`src/rtl/aes_round_sequencer.sv`:
```
// aes_round_sequencer
// Control FSM that walks one AES-128 encryption through the shared step units
// (SubBytes, ShiftRows, MixColumns, AddRoundKey). It owns the 128-bit state
// register and drives exactly one unit at a time over a single enable/done bus.
//
// Ports:
//   clk, rst      clock; synchronous active-high reset
//   start         request encryption of data_in (sampled only in IDLE)
//   data_in       plaintext, latched when start is accepted
//   ready         high while in IDLE
//   step_sel      0=SubBytes 1=ShiftRows 2=MixColumns 3=AddRoundKey
//   step_en       one-cycle enable to the selected unit
//   step_state    state register, presented to the selected unit
//   round_idx     current round 0..NUM_ROUNDS, for round-key selection
//   step_result   output of the selected unit
//   step_done     selected unit finished; step_result valid
//   data_out      ciphertext (always the state register; qualify with out_valid)
//   out_valid     result available
//   out_ready     consumer accepts data_out
//   err           one-cycle pulse when a step times out
//   dbg_state     current FSM state (0=IDLE 1=ISSUE 2=WAIT 3=DONE)
//
// Handshakes: start is a request accepted on any edge where ready=1 and
// start=1. The output side is valid/ready: data_out is held stable while
// out_valid=1 and the transfer completes on the edge where out_valid and
// out_ready are both high. The step bus is enable/done: step_en pulses for
// one cycle and the unit answers with step_done at any later cycle; step_sel,
// round_idx and step_state stay stable until that step_done is captured.
module aes_round_sequencer #(
    parameter int WORD_SIZE  = 8,
    parameter int ARRAY_SIZE = 16,
    parameter int NUM_ROUNDS = 10,
    parameter int TIMEOUT    = 16
) (
    input  logic                            clk,
    input  logic                            rst,
    input  logic                            start,
    input  logic [WORD_SIZE*ARRAY_SIZE-1:0] data_in,
    output logic                            ready,
    output logic [1:0]                      step_sel,
    output logic                            step_en,
    output logic [WORD_SIZE*ARRAY_SIZE-1:0] step_state,
    output logic [3:0]                      round_idx,
    input  logic [WORD_SIZE*ARRAY_SIZE-1:0] step_result,
    input  logic                            step_done,
    output logic [WORD_SIZE*ARRAY_SIZE-1:0] data_out,
    output logic                            out_valid,
    input  logic                            out_ready,
    output logic                            err,
    output logic [1:0]                      dbg_state
);

    localparam int SW = WORD_SIZE * ARRAY_SIZE;
    localparam int TW = $clog2(TIMEOUT + 1);

    localparam logic [1:0] SEL_SB  = 2'd0;
    localparam logic [1:0] SEL_SR  = 2'd1;
    localparam logic [1:0] SEL_MC  = 2'd2;
    localparam logic [1:0] SEL_ARK = 2'd3;

    typedef enum logic [1:0] {
        IDLE  = 2'd0,
        ISSUE = 2'd1,
        WAIT  = 2'd2,
        DONE  = 2'd3
    } fsm_t;

    fsm_t           fsm_q, fsm_d;
    logic [SW-1:0]  state_q, state_d;
    logic [3:0]     round_q, round_d;
    logic [1:0]     sel_q, sel_d;
    logic [TW-1:0]  timer_q, timer_d;
    logic           err_q, err_d;
    logic           last_round;

    // State register and datapath registers.
    always_ff @(posedge clk) begin
        if (rst) begin
            fsm_q   <= IDLE;
            state_q <= '0;
            round_q <= '0;
            sel_q   <= SEL_ARK;
            timer_q <= '0;
            err_q   <= 1'b0;
        end else begin
            fsm_q   <= fsm_d;
            state_q <= state_d;
            round_q <= round_d;
            sel_q   <= sel_d;
            timer_q <= timer_d;
            err_q   <= err_d;
        end
    end

    // Next-state logic and step advancement.
    always_comb begin
        fsm_d      = fsm_q;
        state_d    = state_q;
        round_d    = round_q;
        sel_d      = sel_q;
        timer_d    = timer_q;
        err_d      = 1'b0;
        last_round = (round_q == 4'(NUM_ROUNDS));

        case (fsm_q)
            IDLE: begin
                if (start) begin
                    state_d = data_in;
                    round_d = '0;
                    sel_d   = SEL_ARK;
                    fsm_d   = ISSUE;
                end
            end
            ISSUE: begin
                timer_d = '0;
                fsm_d   = WAIT;
            end
            WAIT: begin
                // A done in the final timeout cycle still counts as success.
                if (step_done) begin
                    state_d = step_result;
                    fsm_d   = ISSUE;
                    case (sel_q)
                        SEL_SB:  sel_d = SEL_SR;
                        // The last round has no MixColumns.
                        SEL_SR:  sel_d = last_round ? SEL_ARK : SEL_MC;
                        SEL_MC:  sel_d = SEL_ARK;
                        default: begin
                            // AddRoundKey closes a round (round 0 is ARK only).
                            if (last_round) begin
                                fsm_d = DONE;
                            end else begin
                                round_d = round_q + 4'd1;
                                sel_d   = SEL_SB;
                            end
                        end
                    endcase
                end else if (timer_q == TW'(TIMEOUT - 1)) begin
                    // TIMEOUT wait cycles elapsed: abort, keep the state register.
                    err_d = 1'b1;
                    fsm_d = IDLE;
                end else begin
                    timer_d = timer_q + 1'b1;
                end
            end
            DONE: begin
                if (out_ready) begin
                    fsm_d = IDLE;
                end
            end
            default: fsm_d = IDLE;
        endcase
    end

    // Output decodes.
    always_comb begin
        ready      = (fsm_q == IDLE);
        step_en    = (fsm_q == ISSUE);
        out_valid  = (fsm_q == DONE);
        step_sel   = sel_q;
        round_idx  = round_q;
        step_state = state_q;
        data_out   = state_q;
        err        = err_q;
        dbg_state  = fsm_q;
    end

endmodule

```
`config.mk`:
```
export PLATFORM = sky130hd
export DESIGN_NAME = aes_round_sequencer
export DESIGN_NICKNAME = d
export VERILOG_FILES = /design/src/rtl/aes_round_sequencer.sv
export SDC_FILE = /design/constraint.sdc
export NUM_CORES = 1
export LEC_CHECK = 0
export ABC_AREA = 1
export ABC_CLOCK_PERIOD_IN_PS = 4050
export CAP_MARGIN = 5
export CORE_AREA = 3 3 204 206
export DETAILED_ROUTE_END_ITERATION = 8
export DIE_AREA = 0 0 207 209
export PLACE_DENSITY_LB_ADDON = 0.2
export SYNTH_ARGS = -nofsm -noshare
export SYNTH_HDL_FRONTEND = slang
export SYNTH_SLANG_ARGS = --single-unit
export TNS_END_PERCENT = 20
```
`constraint.sdc`:
```
create_clock -name clk -period 4.05 [get_ports clk]
set_clock_uncertainty 0.15 [all_clocks]
set_input_delay 0.81 -clock clk [delete_from_list [all_inputs] [get_ports clk]]
set_output_delay 0.81 -clock clk [all_outputs]
set_load 0.005 [all_outputs]
```
# Yosys cells after proc, flatten, opt, wreduce, memory -nomap -nowiden

Cells that the tools add are included.

Bitwise logic cells: 1
Equal/unequal tests: 16
Reduce and logical (&&, ||, !) cells: 11
$add $sub $neg: 2
Mux-type cells: 25

Operators by type and width:

| kind                                           | number |
|---|---|
| two-way mux 128 bit                            | 2 |
| case mux 128 bit (2 select lines)              | 1 |
| two-way mux 2 bit                              | 9 |
| two-way mux 4 bit                              | 4 |
| != test 2 bit (second input constant)          | 6 |
| two-way mux 5 bit                              | 2 |
| case mux 5 bit (2 select lines)                | 1 |
| AND reduction 3 bit                            | 3 |
| case mux 2 bit (4 select lines)                | 1 |
| case mux 4 bit (2 select lines)                | 1 |
| == test 2 bit (second input constant)          | 3 |
| case mux 2 bit (3 select lines)                | 1 |
| OR reduction 3 bit                             | 2 |
| adder 5 x 1 -> 5 bit (second input constant)   | 1 |
| == test 5 x 4 -> 1 bit (second input constant) | 1 |
| != test 5 x 2 -> 1 bit (second input constant) | 1 |
| AND reduction 5 bit                            | 1 |
| adder 4 x 1 -> 4 bit (second input constant)   | 1 |
| == test 2 x 1 -> 1 bit (second input constant) | 2 |
| == test 4 bit (second input constant)          | 1 |
| zero test 2 bit                                | 2 |
| case mux 2 bit (2 select lines)                | 1 |
| AND reduction 4 bit                            | 1 |
| nonzero test 2 bit                             | 2 |
| other kinds (4)                                | 5 |

Word-level logic and storage cells: 61
Register bits after elaboration: 142
Input port bits: 261
Output and inout port bits: 268

# Logic depth before layout (Yosys ltp)

Depth after elaboration: 5
Mapped depth: 10
Gate-level depth less buffers: 10

# Least setup slack after synthesis

OpenSTA, ideal clock, no wires.

Path type: input-to-reg
Start: input step_done
End: register state_q[0], in the netlist data_out[0]
Stages on the path: 6
Setup slack: 2073 ps
Buffers on the path: 2
Data required time: 3784 ps
Library setup time: 116 ps
Arrival: 1711 ps
Path through: nand2_1 a21oi_2 buf_2 buf_2 nand3_1 o211a_1

Word-level cells in the longest chain between the ends: 2

Ends and longest elaborated chain:

| element                              | line | source |
|---|---|---|
| start, declared                      | 45   | `input logic step_done,` |
| != test 2 bit (no source line)       | -    |  |
| AND reduction 3 bit (no source line) | -    |  |
| end signal, assigned                 | 87   | `state_q <= state_d;` |
| end, declared                        | 69   | `logic [SW-1:0] state_q, state_d;` |

No other way between the ends.
A chain may end at the register's enable or synchronous reset.

# Worst setup path in the final report

Start: register fsm_q[0], in the netlist dbg_state[0]
End: output ready

Word-level cells in the longest chain between the ends: 1

Ends and longest elaborated chain:

| element                | line | source |
|---|---|---|
| start, declared        | 68   | `fsm_t fsm_q, fsm_d;` |
| start signal, assigned | 86   | `fsm_q <= fsm_d;` |
| zero test 2 bit        | 157  | `ready = (fsm_q == IDLE);` |
| end, declared          | 39   | `output logic ready,` |

No other way between the ends.

==> impl_metrics.env <==
export IMPL_drc=0
export IMPL_die_y_um=209
export IMPL_worstRegToRegCells=8
export IMPL_numPortBuffers=528
export IMPL_syn_nets=1246
export IMPL_hpwlAfterDp_um=24100
export IMPL_syn_area_sq_um=7610
export IMPL_hold_depth=2
export IMPL_start_kind="register"
export IMPL_endpoint_kind="primary output"
export IMPL_drt_total_wl_um=32300
export IMPL_grt_max_degree=133
export IMPL_dp_slack_ns=1.12
export IMPL_clk_latency_ns=0.43
export IMPL_setup_viol=0
export IMPL_grt_usage=0.143
export IMPL_outcome="finished, final reports clean"
export IMPL_critical_path_arrival_ns=1.75
export IMPL_synth_seq_cells=142
export IMPL_final_antenna_net_count=0
export IMPL_yosys_warnings=0
export IMPL_hold_violations=0
export IMPL_syn_area_per_cell_sq_um=7.82
export IMPL_cts_buffer_depth=2
export IMPL_holdCritPathClass="register to register"
export IMPL_initial_core_util=0.191
export IMPL_fp_dieW_um=207
export IMPL_vias=7727
export IMPL_r2r_end="data_out[31]"
export IMPL_cp_required_ns=3.09
export IMPL_htree_levels=4
export IMPL_clock_sinks=142
export IMPL_ctsResizeCount=0
export IMPL_r2r_setup_slack_ns=1.46
export IMPL_slew_headroom=0.448
export IMPL_drt_iter0_drc=464
export IMPL_fmax_ghz=0.369
export IMPL_final_common_cell="clkdlybuf4s50_1"
export IMPL_top_level_ports=529
export IMPL_first_global_vias=7840
export IMPL_min_period_ns=2.71
export IMPL_layout_setup_ws_ns=1.34
export IMPL_power_mw=8.63
export IMPL_worstPathMaxFanout=5
export IMPL_rsz0062_at_grt="no"
export IMPL_worst_slew_pin_slew_ns=0.828
export IMPL_dr_pass1_iters=6
export IMPL_nets=1602
export IMPL_post_drt_wl_per_cell_um=17.3
export IMPL_layout_worst_path_cycle_share=0.669
export IMPL_via_per_inst=4.13
export IMPL_postSynthCellCount=973
export IMPL_root_buffer="clkbuf_16"
export IMPL_cap_violations=0
export IMPL_peakVddDrop_uv=491
export IMPL_clk_pin_slew_ns=0.06
export IMPL_antenna_found_initial=2
export IMPL_layout_common_cells="528 x clkdlybuf4s50_1, 285 x nand2_1, 142 x dfxtp_1"
export IMPL_fill_cells=4288
export IMPL_cts_tree="yes"
export IMPL_numCtsBuffers=17
export IMPL_regToRegStartpoint="dbg_state[0]"
export IMPL_critPathKind="register to primary output"
export IMPL_synth_seq_area_share=0.374
export IMPL_area_growth_pct=71.1
export IMPL_cts_setup_buffers=0
export IMPL_grt_pass1_wl_um=48600
export IMPL_die_area_sq_um=43300
export IMPL_layout_drive_gt1_share=0.0298
export IMPL_grt_ovfl_total=0
export IMPL_ys_types=21
export IMPL_hp_start="timer_q[4]"
export IMPL_finalSetupTns_ns=0
export IMPL_drv_slew=0
export IMPL_min_to="timer_q[4]"
export IMPL_coreArea_sq_um=39800
export IMPL_rows=73
export IMPL_p_leak_nw=5.92
export IMPL_power_density_nw_per_um2=663
export IMPL_hold_buffers=0
export IMPL_place_congestion=0.764
-- synth_stat cells --
library cell | instances | area share
nand2_1 | 285 | 0.14
dfxtp_1 | 142 | 0.37
nand3_1 | 137 | 0.090
buf_4 | 128 | 0.13
o211a_1 | 128 | 0.17
clkbuf_1 | 39 | 0.019
buf_2 | 30 | 0.020
inv_1 | 21 | 0.010
nor2_1 | 18 | 0.0089
ha_1 | 12 | 0.020
a21oi_1 | 9 | 0.0059
nor3_1 | 7 | 0.0046
nand4_1 | 4 | 0.0033
o21ai_0 | 4 | 0.0026
buf_1 | 3 | 0.0015
a21oi_2 | 1 | 0.0012
clkinv_1 | 1 | 0.00049
inv_2 | 1 | 0.00049
o211ai_1 | 1 | 0.00099
o21ai_1 | 1 | 0.00066
xor2_1 | 1 | 0.0012
-- through the flow --
stage	utilization	area, sq um	cells	hold slack [ns]
global placement	0.312	12400	1835	0.304
CTS	0.327	13000	1867	0.330
finish	0.327	13000	1869	0.324
detailed placement	0.312	12400	1835	0.320
global route	0.327	13000	1868	0.364
floorplan	-	7610	973	0.295
-- worst max-delay path: stages, from the launching register on --
cell and delay [ns]:
dfxtp_1 0.35, inv_1 0.15, ha_1 0.27, clkdlybuf4s50_1 0.56
-- kinds of logic (layout without fill, tap and decap cells) --
family          count (synthesis)  in the layout  share of synthesized area
simple gates                  451            451                      0.248
other cells                     0              2                          0
fa+ha+maj                      12             12                     0.0197
compound gates                144            144                      0.180
flops                         142            142                      0.374
xor+xnor                        1              1                    0.00115
buf+inv                       223            592                      0.178
-- layer usage --
layer  up-vias  global-route usage  share of wire
met4         0              0.0307         0.0088
met2       230               0.252           0.51
met3        12              0.0371          0.054
met1      3618               0.175           0.43
met5         -                   0              0
li1       3867                   -              -
-- report_power, final --
group | internal, mW | leakage [nW] | total [mW] | switching [mW]
registers | 1.91 | 1.18 | 2.40 | 0.491
logic | 2.56 | 4.45 | 4.61 | 2.05
clock network | 0.989 | 0.288 | 1.62 | 0.630
-- worst max-delay path by stage --
| stage | cells after the start | slack [ns] | endpoint | from |
|---|---|---|---|---|
| 2_1_floorplan | 6 | 2.07 | data_out[0] | step_done |
| 3_3_place_gp | 7 | 1.12 | step_sel[0] | step_done |
| 3_5_place_dp | 7 | 1.12 | step_sel[0] | step_done |
| 4_1_cts | 3 | 1.30 | ready | dbg_state[0] |
| 5_1_grt | 9 | 1.18 | step_sel[0] | dbg_state[0] |
| 6_report | 3 | 1.34 | ready | dbg_state[0] |
-- layout make-up --
type                    instances  area [sq um]  share of cell area
clock inverters                 5          77.6             0.00596
multi-input cells             608          3430               0.263
flip-flops and latches        142          2840               0.218
repair buffers                537          5400               0.415
diodes                          2          5.00            0.000384
well taps                     525           657              0.0505
clock buffers                  27           513              0.0394
inverters                      23          91.3             0.00702
-- sequential cells by signal, summed over array words and instances (netlist names) --
name and flops:
step_sel 2, err 1, round_idx 4, dbg_state 2, data_out 128, timer_q 5
(Power assumes the default switching activity.)
